<file path="config.mk">
export PLATFORM = sky130hd
export DESIGN_NAME = dadda_reduce_pipe_flat
export DESIGN_NICKNAME = d
export VERILOG_FILES = /design/src/rtl/dadda_pkg.sv /design/src/rtl/dadda_reduce_pipe_if.sv /design/src/rtl/dadda_pp_gen.sv /design/src/rtl/dadda_reduce_pipe.sv /design/src/flat_wrapper.sv
export SDC_FILE = /design/constraint.sdc
export NUM_CORES = 1
export LEC_CHECK = 0
export CORE_MARGIN = 10
export CORE_UTILIZATION = 29
export CTS_BUF_LIST = sky130_fd_sc_hd__clkbuf_16
export DETAILED_ROUTE_END_ITERATION = 8
export PLACE_DENSITY = 0.86
export SLEW_MARGIN = 20
export SYNTH_ARGS = -nofsm -noshare
export SYNTH_HDL_FRONTEND = slang
export SYNTH_SLANG_ARGS = --single-unit
</file>
<file path="constraint.sdc">
create_clock -name clk -period 1.2 [get_ports clk]
set_clock_uncertainty 0.1 [all_clocks]
set_input_delay 0.36 -clock clk [delete_from_list [all_inputs] [get_ports clk]]
set_output_delay 0.36 -clock clk [all_outputs]
set_load 0.01 [all_outputs]
</file>
<file path="src/rtl/dadda_pkg.sv">
// Shared constants, types and reduction helpers for the 8x8 Dadda multiplier front end.
// Builds with and without DADDA_REDUCE_MID_REG_EN use the same functions.
package dadda_pkg;

  localparam int OP_W     = 8;
  localparam int ROW_W    = 14;
  localparam int COLS     = 2 * OP_W;
  localparam int MAX_H    = OP_W;
  localparam int MID_ROWS = 4;

  localparam int STAGE_H6 = 6;
  localparam int STAGE_H4 = 4;
  localparam int STAGE_H3 = 3;
  localparam int STAGE_H2 = 2;

  // Bit matrix indexed [column][slot]; live bits are packed from slot 0 and unused slots are zero.
  typedef logic [MAX_H-1:0] col_t;
  typedef col_t [COLS-1:0]  pp_mat_t;
  typedef logic [COLS-1:0][3:0] hvec_t;

  typedef logic [MID_ROWS-1:0][2*OP_W-1:0] mid_rows_t;

  typedef struct packed {
    logic [ROW_W-1:0] row_a;
    logic [ROW_W-1:0] row_b;
    logic             p0;
  } out_beat_t;

  function automatic logic [1:0] ha(input logic x, input logic y);
    return {x & y, x ^ y};
  endfunction

  function automatic logic [1:0] fa(input logic x, input logic y, input logic z);
    return {(x & y) | (z & (x ^ y)), x ^ y ^ z};
  endfunction

  function automatic int excess(input int he, input int d);
    return (he > d) ? he - d : 0;
  endfunction

  function automatic hvec_t pp_heights();
    hvec_t h;
    h = '0;
    for (int i = 0; i < OP_W; i++) begin
      for (int j = 0; j < OP_W; j++) begin
        h[4'(i + j)] = h[4'(i + j)] + 4'd1;
      end
    end
    return h;
  endfunction

  // Column heights after one stage: every column ends at min(height, d) and passes
  // ceil(excess/2) carries to its left neighbour.
  function automatic hvec_t next_heights(input hvec_t h, input int d);
    hvec_t o;
    int    cy;
    int    he;
    int    ex;
    o  = '0;
    cy = 0;
    for (int c = 0; c < COLS; c++) begin
      he         = int'(h[4'(c)]) + cy;
      ex         = excess(he, d);
      o[4'(c)]   = 4'(he - 2 * (ex / 2) - (ex % 2));
      cy         = (ex / 2) + (ex % 2);
    end
    return o;
  endfunction

  // One Dadda stage: the fewest full adders (plus at most one half adder) per column that
  // bring the column, counting carries arriving from the right, down to height d.
  function automatic pp_mat_t dadda_stage(input pp_mat_t m, input hvec_t h, input int d);
    pp_mat_t    o;
    col_t       cy_in;
    col_t       cy_out;
    int         n_in;
    int         n_out;
    int         he;
    int         ex;
    int         src;
    int         dst;
    logic [1:0] r;
    o     = '0;
    cy_in = '0;
    n_in  = 0;
    for (int c = 0; c < COLS; c++) begin
      he     = int'(h[4'(c)]) + n_in;
      ex     = excess(he, d);
      cy_out = '0;
      n_out  = 0;
      src    = 0;
      dst    = 0;
      for (int f = 0; f < 3; f++) begin
        if (f < ex / 2) begin
          r = fa(m[4'(c)][3'(src)], m[4'(c)][3'(src + 1)], m[4'(c)][3'(src + 2)]);
          o[4'(c)][3'(dst)]  = r[0];
          cy_out[3'(n_out)]  = r[1];
          src   += 3;
          dst   += 1;
          n_out += 1;
        end
      end
      if (ex % 2 == 1) begin
        r = ha(m[4'(c)][3'(src)], m[4'(c)][3'(src + 1)]);
        o[4'(c)][3'(dst)] = r[0];
        cy_out[3'(n_out)] = r[1];
        src   += 2;
        dst   += 1;
        n_out += 1;
      end
      for (int k = 0; k < MAX_H; k++) begin
        if (k >= src && k < int'(h[4'(c)])) begin
          o[4'(c)][3'(dst)] = m[4'(c)][3'(k)];
          dst += 1;
        end
      end
      for (int k = 0; k < MAX_H; k++) begin
        if (k < n_in) begin
          o[4'(c)][3'(dst)] = cy_in[3'(k)];
          dst += 1;
        end
      end
      cy_in = cy_out;
      n_in  = n_out;
    end
    return o;
  endfunction

  localparam hvec_t H_PP = pp_heights();
  localparam hvec_t H_S6 = next_heights(H_PP, STAGE_H6);
  localparam hvec_t H_S4 = next_heights(H_S6, STAGE_H4);
  localparam hvec_t H_S3 = next_heights(H_S4, STAGE_H3);

  function automatic mid_rows_t to_rows(input pp_mat_t m);
    mid_rows_t r;
    r = '0;
    for (int k = 0; k < MID_ROWS; k++) begin
      for (int c = 0; c < COLS; c++) begin
        r[2'(k)][4'(c)] = m[4'(c)][3'(k)];
      end
    end
    return r;
  endfunction

  function automatic pp_mat_t from_rows(input mid_rows_t r);
    pp_mat_t m;
    m = '0;
    for (int k = 0; k < MID_ROWS; k++) begin
      for (int c = 0; c < COLS; c++) begin
        m[4'(c)][3'(k)] = r[2'(k)][4'(c)];
      end
    end
    return m;
  endfunction

  // Column 0 stays a lone bit through every stage; columns 14:1 hold two bits each.
  function automatic out_beat_t to_beat(input pp_mat_t m);
    out_beat_t b;
    b.p0 = m[0][0];
    for (int i = 0; i < ROW_W; i++) begin
      b.row_a[4'(i)] = m[4'(i + 1)][0];
      b.row_b[4'(i)] = m[4'(i + 1)][1];
    end
    return b;
  endfunction

  function automatic mid_rows_t reduce_front(input pp_mat_t pp);
    return to_rows(dadda_stage(dadda_stage(pp, H_PP, STAGE_H6), H_S6, STAGE_H4));
  endfunction

  function automatic out_beat_t reduce_back(input mid_rows_t rows);
    return to_beat(dadda_stage(dadda_stage(from_rows(rows), H_S4, STAGE_H3), H_S3, STAGE_H2));
  endfunction

endpackage

</file>
<file path="src/rtl/dadda_reduce_pipe_if.sv">
// Operand/row stream bundle for dadda_reduce_pipe: slave is the reducer, master its environment.
interface dadda_reduce_pipe_if;
  import dadda_pkg::*;

  logic             in_valid;
  logic             in_ready;
  logic [OP_W-1:0]  in_a;
  logic [OP_W-1:0]  in_b;
  logic             out_valid;
  logic             out_ready;
  logic [ROW_W-1:0] row_a;
  logic [ROW_W-1:0] row_b;
  logic             p0;

  modport slave (
    input  in_valid, in_a, in_b, out_ready,
    output in_ready, out_valid, row_a, row_b, p0
  );

  modport master (
    output in_valid, in_a, in_b, out_ready,
    input  in_ready, out_valid, row_a, row_b, p0
  );
endinterface

</file>
<file path="src/rtl/dadda_pp_gen.sv">
// Partial-product generator: 64 AND terms packed per column from slot 0 upward.
module dadda_pp_gen
  import dadda_pkg::*;
(
  input  logic [OP_W-1:0] a,
  input  logic [OP_W-1:0] b,
  output pp_mat_t         pp
);

  always_comb begin
    // NOTE: pp gets a full default first, so no slot is left unassigned on any path and no latch is inferred.
    pp = '0;
    for (int i = 0; i < OP_W; i++) begin
      for (int j = 0; j < OP_W; j++) begin
        // Right half of the matrix slots by row index, left half by (OP_W-1-j), keeping columns dense.
        pp[4'(i + j)][3'((i + j < OP_W) ? i : OP_W - 1 - j)] = a[3'(i)] & b[3'(j)];
      end
    end
  end

endmodule

</file>
<file path="src/rtl/dadda_reduce_pipe.sv">
// Pipelined Dadda reduction (8->6->4->3->2) of an 8x8 product into two 14-bit rows plus p0.
// Define DADDA_REDUCE_MID_REG_EN to register the 4-row intermediate (latency 2 instead of 1).
module dadda_reduce_pipe
  import dadda_pkg::*;
(
  input  logic              clk,
  input  logic              rst,
  dadda_reduce_pipe_if.slave bus
);

  pp_mat_t   pp;
  mid_rows_t front_rows;
  mid_rows_t back_rows;
  out_beat_t back_beat;
  out_beat_t out_beat_q;
  logic      out_valid_q;
  logic      out_load;
  logic      up_valid;

  dadda_pp_gen u_pp_gen (
    .a  (bus.in_a),
    .b  (bus.in_b),
    .pp (pp)
  );

  assign front_rows = reduce_front(pp);
  assign back_beat  = reduce_back(back_rows);

  // The output register refills when empty or when its beat is being taken.
  assign out_load = !out_valid_q || bus.out_ready;

`ifdef DADDA_REDUCE_MID_REG_EN
  logic      mid_valid_q;
  logic      mid_load;
  mid_rows_t mid_rows_q;

  assign mid_load     = !mid_valid_q || out_load;
  assign bus.in_ready = !rst && mid_load;
  assign back_rows    = mid_rows_q;
  assign up_valid     = mid_valid_q;

  always_ff @(posedge clk) begin
    if (rst) begin
      mid_valid_q <= 1'b0;
      mid_rows_q  <= '0;
    end else if (mid_load) begin
      mid_valid_q <= bus.in_valid;
      if (bus.in_valid) begin
        mid_rows_q <= front_rows;
      end
    end
  end
`else
  assign bus.in_ready = !rst && out_load;
  assign back_rows    = front_rows;
  assign up_valid     = bus.in_valid;
`endif

  always_ff @(posedge clk) begin
    if (rst) begin
      // NOTE: data is cleared along with the valid flag so a flushed pipe shows all-zero rows.
      out_valid_q <= 1'b0;
      out_beat_q  <= '0;
    end else if (out_load) begin
      // NOTE: state updates use <= so each register samples its inputs as they were before the edge.
      out_valid_q <= up_valid;
      if (up_valid) begin
        out_beat_q <= back_beat;
      end
    end
  end

  assign bus.out_valid = out_valid_q;
  assign bus.row_a     = out_beat_q.row_a;
  assign bus.row_b     = out_beat_q.row_b;
  assign bus.p0        = out_beat_q.p0;

endmodule

</file>
<file path="src/flat_wrapper.sv">
// flat-port wrapper written by rule: the top's interface ports become plain ports
module dadda_reduce_pipe_flat import dadda_pkg::*;
  (clk, rst, bus_in_valid, bus_in_a, bus_in_b, bus_out_ready, bus_in_ready, bus_out_valid, bus_row_a, bus_row_b, bus_p0);
  dadda_reduce_pipe_if bus_i ();
  input  logic clk;
  input  logic rst;
  input wire logic [$bits(bus_i.in_valid)-1:0] bus_in_valid;
  input wire logic [$bits(bus_i.in_a)-1:0] bus_in_a;
  input wire logic [$bits(bus_i.in_b)-1:0] bus_in_b;
  input wire logic [$bits(bus_i.out_ready)-1:0] bus_out_ready;
  output wire logic [$bits(bus_i.in_ready)-1:0] bus_in_ready;
  output wire logic [$bits(bus_i.out_valid)-1:0] bus_out_valid;
  output wire logic [$bits(bus_i.row_a)-1:0] bus_row_a;
  output wire logic [$bits(bus_i.row_b)-1:0] bus_row_b;
  output wire logic [$bits(bus_i.p0)-1:0] bus_p0;
  assign bus_i.in_valid = bus_in_valid;
  assign bus_i.in_a = bus_in_a;
  assign bus_i.in_b = bus_in_b;
  assign bus_i.out_ready = bus_out_ready;
  assign bus_in_ready = bus_i.in_ready;
  assign bus_out_valid = bus_i.out_valid;
  assign bus_row_a = bus_i.row_a;
  assign bus_row_b = bus_i.row_b;
  assign bus_p0 = bus_i.p0;
  dadda_reduce_pipe u_core (.clk(clk), .rst(rst), .bus(bus_i));
endmodule
</file>
==> results of run 1 <==
-- kinds of logic (layout without fill, tap and decap cells) --
group / count (synthesis) / in the layout / synth area share
flops: 8 / 8 / 0.294
compound gates: 15 / 15 / 0.165
fa+ha+maj: 1 / 1 / 0.0229
buf+inv: 26 / 32 / 0.365
other cells: 1 / 22 / 0.00687
simple gates: 13 / 13 / 0.147
-- worst max-delay path, delay by kind of cell (launching register included) --
family | cells | cell delay (ns)
buffers and inverters | 1 | 0.13
DFF | 1 | 0.31
and+or+nand+nor | 2 | 0.22
-- through the flow --
step           std cells  instance area [um2]
2_1_floorplan         85                  624
3_3_place_gp         113                  718
3_5_place_dp         113                  718
4_1_cts              116                  762
5_1_grt              116                  776
6_report             116                  776
-- final cells by class --
type	count	area (um2)
Fill cell	182	988
Timing Repair Buffer	28	206
Sequential cell	8	161
Multi-Input combinational cell	51	298
Clock buffer	3	75.1
Tap cell	25	31.3
Inverter	1	3.75
-- power breakdown --
group | total [mW] | switching, mW | internal [mW] | leakage, nW
Combinational | 0.166 | 0.0944 | 0.0714 | 0.267
Clock | 0.554 | 0.125 | 0.429 | 0.0370
Sequential | 0.283 | 0.00486 | 0.278 | 0.0655
Total | 1.00 | 0.224 | 0.778 | 0.369
-- layout by cell type, fill, tap and decap left out, drive strengths merged --
cell type      instances
clkdlybuf4s50          3
dlygate4sd2            6
and2                   2
buf                   19
dfxtp                  8
clkbuf                 3
ha                     1
and3                   1
inv                    1
nand2b                 1
and2b                  1
a21oi                  8
nand3                  2
conb                  22
nand4                  5
o21ai                  7
nor2                   1
-- per-layer routing --
layer / vias to the layer above / routed length (um)
li1: 227 / -
met1: 213 / 560
met2: 23 / 876
met3: 0 / 156
met4: 0 / 0
met5: - / 0
-- state kept, by name, indices dropped and copies added, names as in the netlist --
register	flops
u_core.bus.row_a	4
u_core.bus.row_b	2
u_core.bus.out_valid	1
u_core.bus.p0	1
-- worst max-delay path by stage --
stage / cells past startpoint / to / start
final: 3 / bus_in_ready / u_core.bus.out_valid$_SDFFE_PP0P_
after global routing: 3 / bus_in_ready / u_core.bus.out_valid$_SDFFE_PP0P_
after CTS: 3 / bus_in_ready / u_core.bus.out_valid$_SDFFE_PP0P_
after detailed placement: 4 / bus_in_ready / bus_out_ready
after global placement: 4 / bus_in_ready / bus_out_ready
after floorplan: 2 / bus_in_ready / bus_out_ready
-- what timing repair did --
item                                    CTS  global route
pin swaps                                 6             2
resized for setup                        50             5
setup buffers                             0             0
endpoints found under the hold margin     0             0
endpoints found under the setup margin   17             8
==> implementation parameters, run 1 <==
Parameter                              Value

Critical path
  Crit path arrival time ... slightly below 0.9 ns
  Required arrival time at the worst endpoint ... between 0.7 and 0.8 ns
  Type of origin of the critical path ... register
  Start of the worst register-to-register path ... u_core.bus.out_valid$_SDFFE_PP0P_
  Worst setup slack for register-to-register paths ... ~0.14 ns
  CP max-delay cell ... sky130_fd_sc_hd__dfxtp_2
  Setup Crit Path Kind ... reg2out
  Maximum cell stage delay along the critical path ... 0.31 ns
  Cell-by-cell trace of the critical path ... and2b_4 -> nor2_2 -> buf_2
  Register-to-Register Path Depth ... 4
  Critical Path End Type ... output port
  Largest fanout on the critical path ... 2
  Crit Reg-Reg Endpoint ... u_core.bus.row_a[0]$_SDFFE_PP0P_

Place
  Post-placement setup slack ... -0.909 ns
  Port Buf Inserts ... 19
  Routability Congestion ... 0.674
  Detailed placement HPWL ... 1280 um

Timing
  Hold Worst Slack ... 0.385 ns
  Worst setup margin ... -0.145 ns
  Upper clock frequency limit ... about 740 MHz
  Max Transition Viols Final ... 0
  Finish-stage setup viols ... 2
  Unrepaired setup endpoints after global routing ... yes
  Total Neg Setup Slack ... -0.186 ns
  Time the final worst path needs with I/O delays and setup ... ~1.3 ns
  Final hold vios ... 0
  Post-route clock period utilization ... 1.12

GRT
  Maximum number of pins on one net before global-route repair ... 9
  Global route hottest layer ... met2
  Aggregate global routing overflow ... 0
  Met3 track demand over resource ... 0.0495
  Initial antenna violation count ... 0
  Met1 track demand over resource ... 0.0661
  All-Layer GR Usage ... 0.0796
  Via count of the first global-routing pass ... ~580
  First-pass GRT wire length ... roughly 2600 um
  Met2 global-route usage ... 0.148

Synth
  Post-synthesis cell type with the largest combined area ... sky130_fd_sc_hd__buf_4
  Most numerous cell in the Yosys netlist ... sky130_fd_sc_hd__buf_4
  Ys Warns ... 0
  Share of flip-flops with an asynchronous set or reset after synthesis ... 0
  Commonest cells in the netlist ... 23 x sky130_fd_sc_hd__buf_4, 8 x sky130_fd_sc_hd__dfxtp_1, 6 x sky130_fd_sc_hd__a21oi_1, 5 x sky130_fd_sc_hd__nand4_1, 5 x sky130_fd_sc_hd__o21ai_1
  Count of flip-flops with a built-in enable after synthesis ... 0
  Sequential cell area fraction in the yosys report ... 0.294
  Count of state elements after synthesis ... 8
  Count of unique library cells instantiated by Yosys ... 17
  Mapped Area ... about 550 um2
  Top-area cell type share of the netlist area ... 0.317
  Leading post-synthesis cells by cell area ... sky130_fd_sc_hd__buf_4 32%, sky130_fd_sc_hd__dfxtp_1 29%, sky130_fd_sc_hd__nand4_1 5.7%
  Gate Count Post-Synth ... 64
  Synthesized area per cell ... ~8.5 um2
  Dominant register cell in the synthesized netlist ... sky130_fd_sc_hd__dfxtp_1

Detailed routing
  Total Routed Length ... approximately 1600 um
  Vias per Instance ... around 4.0
  First-pass detailed-route iteration total ... 3
  DRC violation count after routing ... 0
  Via count ... 463
  DRC violation total after the first TritonRoute iteration ... 7
  Routed length per instance ... between 10 and 15 um
  Number of nets still failing antenna checks after routing ... 0

Flow run
  Max cap viols ... 0

Cells and area
  Core occupancy in the finished layout ... 0.440
  Synthesis-to-layout area growth ... 42.2%
  Layout cells sized above 1 ... 0.396
  Diodes inserted ... 0
  Number of nets in the layout ... 114

Floorplan
  Horizontal die dimension ... roughly 63 um
  DIE AREA ... ~4000 um2
  Core region area ... around 1800 um2
  Chip height ... about 63 um
  Effective utilization at floorplan ... 0.309
  I/O pin count ... 51
  Standard-cell row count ... 15

Clocking
  Clock tree from TritonCTS ... built
  Library cell used as clock root buffer ... sky130_fd_sc_hd__clkbuf_16
  Clock insertion delay at the later pin of the skew report ... about 0.23 ns
  Maximum clock insertion buffer count ... 2
  Clk pin slew, worst setup/hold paths ... 0.04 ns
  Clock sink count ... 8
  Inserted Clock Buffers ... 3
  Maximum level of the CTS H-tree ... 1
  Number of hold buffers added after cts ... 0

Power
  Total power ... ~1 mW
  Worst-case vdd ir drop ... 0.656 mV
  P_leak ... 0.369 nW
  PwrDens ... between 1000 and 1500 nW/um2

Worst hold path
  Worst min path class ... reg2reg
  Instance count along the most critical hold path ... 2
  HP Start ... u_core.bus.row_a[4]$_SDFFE_PP0P_
  Hold Crit Endpoint ... u_core.bus.row_a[4]$_SDFFE_PP0P_

Status
  Violations in the final reports ... setup timing
  Outcome ... finished, violations left
No activity file was read; power rests on OpenSTA's default activity.
==> run 2, diff against run 1 <==
--- a/config.mk
+++ b/config.mk
@@ -9,6 +9,7 @@
 export CORE_UTILIZATION = 29
 export CTS_BUF_LIST = sky130_fd_sc_hd__clkbuf_16
 export DETAILED_ROUTE_END_ITERATION = 8
+export HOLD_SLACK_MARGIN = 0.08
 export PLACE_DENSITY = 0.86
 export SLEW_MARGIN = 20
 export SYNTH_ARGS = -nofsm -noshare
==> constraint.sdc (replaced) <==
create_clock -name clk -period 1.53 [get_ports clk]
set_clock_uncertainty 0.1 [all_clocks]
set_input_delay 0.459 -clock clk [delete_from_list [all_inputs] [get_ports clk]]
set_output_delay 0.459 -clock clk [all_outputs]
set_load 0.01 [all_outputs]
==> run 2 against run 1 <==
The flow now finishes without violations. Setup slack better by 0.17 ns. Via count fell by 1.1%. Register-to-register slack improved by 0.28 ns. Worst hold slack worse by 0.024 ns. Clock power fell by 20%. Die area unchanged. Routed wire length is 5.4% lower. Critical path type is now in2out. Largest cell class unchanged. Largest power group unchanged.
==> implementation parameters, run 2 (synthesized netlist as in run 1, its figures left out) <==
Parameter                              Value

Detailed routing
  Routed length per instance ... 13.1 um (-4.6%)
  First-pass detailed-route iteration total ... 4 (+1)
  DRC violation total after the first TritonRoute iteration ... 3 (-4)
  Via count ... 458 (-1.1%)
  Number of nets still failing antenna checks after routing ... 0 (unchanged)
  Vias per Instance ... 3.98 (-0.22%)
  Total Routed Length ... 1510 um (-5.4%)
  DRC violation count after routing ... 0 (unchanged)

Floorplan
  Horizontal die dimension ... 63.4 um (unchanged)
  Effective utilization at floorplan ... 0.309 (unchanged)
  Standard-cell row count ... 15 (unchanged)
  DIE AREA ... 4020 um2 (unchanged)
  Chip height ... 63.4 um (unchanged)
  Core region area ... 1760 um2 (unchanged)
  I/O pin count ... 51 (unchanged)

Place
  Placed instance area ... 711 um2 (-1.0%)
  Port Buf Inserts ... 19 (unchanged)
  Detailed placement HPWL ... 1250 um (-2.1%)
  Routability Congestion ... 0.677 (+0.43%)

Power
  P_leak ... 0.396 nW (+7.1%)
  Internal Pwr Total ... 0.611 mW (-21%)
  Sequential cell fraction of total power ... 0.280 (-0.002)
  Net switching fraction of the power ... 0.227 (+0.00352)
  PwrDens ... 1010 nW/um2 (-22%)
  Worst-case vdd ir drop ... 0.367 mV (-44%)
  Clock share of power ... 0.562 (+0.009)
  Switching Power ... 0.179 mW (-20%)
  Total power ... 0.791 mW (-21%)
  Comb power frac ... 0.158 (-0.007)

Critical path
  Cell-by-cell trace of the critical path ... buf_6 -> and2b_4 -> nor2_1 -> buf_2
  Maximum cell stage delay along the critical path ... 0.23 ns (-0.08 ns)
  CP max-delay cell ... sky130_fd_sc_hd__and2b_4
  Family with the most delay on the worst path ... simple AND/OR/NAND/NOR gates
  Crit path arrival time ... 0.95 ns (+0.06 ns)
  Setup Crit Path Kind ... in2out
  Critical Path End Type ... output port
  Required arrival time at the worst endpoint ... 0.97 ns (+0.23 ns)
  Largest fanout on the critical path ... 2 (unchanged)
  Crit path buf inv count ... 2 (+1)
  Type of origin of the critical path ... input pin

Cells and area
  Flip-flop count of the largest register after layout ... 4 (unchanged)
  Leading cell type in the layout, fill and taps excluded ... sky130_fd_sc_hd__conb_1
  Synthesis-to-layout area growth ... 43.1%
  Final design instance area without fill ... 781 um2 (+0.65%)
  Number of nets in the layout ... 113 (-0.88%)
  Diodes inserted ... 0 (unchanged)
  Most used cells in the layout excluding fill and tap cells ... 22 x sky130_fd_sc_hd__conb_1, 9 x sky130_fd_sc_hd__dlygate4sd2_1, 8 x sky130_fd_sc_hd__buf_4, 8 x sky130_fd_sc_hd__dfxtp_1
  Layout cells sized above 1 ... 0.233 (-0.162)

Clocking
  Library cell used as clock root buffer ... sky130_fd_sc_hd__clkbuf_16
  Inserted Clock Buffers ... 3 (unchanged)
  Maximum clock insertion buffer count ... 2 (unchanged)
  Number of hold buffers added after cts ... 0 (unchanged)
  Clock sink count ... 8 (unchanged)
  Clock tree from TritonCTS ... built
  Maximum level of the CTS H-tree ... 1 (unchanged)
  Clk pin slew, worst setup/hold paths ... 0.04 ns (about the same)
  Clock insertion delay at the later pin of the skew report ... 0.23 ns (about the same)
  Total setup buffers inserted after CTS ... 0 (unchanged)

Worst hold path
  Worst min path class ... reg2reg

GRT
  First-pass GRT wire length ... 2250 um (-13%)
  Maximum number of pins on one net before global-route repair ... 9 (unchanged)
  All-Layer GR Usage ... 0.0732 (-0.00645)
  Via count of the first global-routing pass ... 500 (-13%)
  Aggregate global routing overflow ... 0 (unchanged)
  Initial antenna violation count ... 0 (unchanged)

Timing
  Hold Worst Slack ... 0.361 ns (-0.0241 ns)
  Upper clock frequency limit ... roughly 660 MHz
  Total Neg Setup Slack ... 0 ns (+0.186 ns)
  Post-route clock period utilization ... 0.984
  Time the final worst path needs with I/O delays and setup ... around 1.5 ns
  Final hold vios ... 0 (unchanged)
  Max Transition Viols Final ... 0 (unchanged)
  Finish-stage setup viols ... 0 (-2)
  Unrepaired setup endpoints after global routing ... no

Status
  Outcome ... finished clean

Flow run
  Max cap viols ... 0 (unchanged)
==> run 2: cell types whose count changed in the layout (fill, tap and decap cells not counted), moves of 2 or more <==
cell,previous run,this run
sky130_fd_sc_hd__clkdlybuf4s50_1,3,6
sky130_fd_sc_hd__buf_2,9,1
sky130_fd_sc_hd__dlymetal6s2s_1,0,2
sky130_fd_sc_hd__dlygate4sd2_1,6,9
==> run 2: area by class of cell <==
cell class,instances,area [um2]
clock buffer,3,75.1
fill,170,983
inverter,1,3.75
multi-input combinational,51,270
sequential,8,160
tap,25,31.3
timing repair buffer,27,240
==> run 2: power groups by stage <==
stage / clock, mW / combinational (mW) / sequential (mW)
final: 0.444 / 0.125 / 0.221
after global routing: 0.458 / 0.136 / 0.223
after CTS: 0.452 / 0.119 / 0.221
after detailed placement: 0 / 0.128 / 0.225
after global placement: 0 / 0.125 / 0.225
after floorplan: 0 / 0.103 / 0.228
==> run 2: repair_timing <==
| action | 4_1_cts | 5_1_grt |
|---|---|---|
| pin swaps | 1 | 2 |
| resized for setup | 16 | 5 |
| endpoints found under the setup margin | 9 | 2 |
| endpoints found under the hold margin | 0 | 0 |
==> run 2: per-stage QoR <==
stage / setup slack [ns] / util / std cells
global placement: -0.765 / 0.403 / 112
global route: 0.00181 / 0.443 / 115
floorplan: 0.150 / - / 85
detailed placement: -0.774 / 0.403 / 112
finish: 0.0251 / 0.443 / 115
CTS: 0.00171 / 0.433 / 115
==> run 2: worst paths after layout <==
kind                            cells past startpoint  slack [ns]                         startpoint                                to
worst max-delay path                                4        0.03                      bus_out_ready                      bus_in_ready
worst max register to register                      4        0.42  u_core.bus.out_valid$_SDFFE_PP0P_  u_core.bus.row_a[3]$_SDFFE_PP0P_
worst min-delay path                                2        0.36   u_core.bus.row_b[2]$_SDFFE_PP0P_  u_core.bus.row_b[2]$_SDFFE_PP0P_
worst min register to register                      2        0.36   u_core.bus.row_b[2]$_SDFFE_PP0P_  u_core.bus.row_b[2]$_SDFFE_PP0P_
==> run 2: tightest hold or removal path, delay by kind of cell, from the launching register on <==
| family | cells | cell delay (ns) |
|---|---|---|
| DFF | 1 | 0.30 |
| AOI/OAI and AO/OA | 2 | 0.11 |
==> run 2: routing by layer <==
| layer | GRT usage | vias to the layer above | wire, um |
|---|---|---|---|
| li1 | - | 228 | - |
| met2 | 0.118 | 26 | 739 |
| met3 | 0.0618 | 3 | 178 |
| met1 | 0.0640 | 201 | 565 |
| met4 | 0.0328 | 0 | 23 |
| met5 | 0 | - | 0 |
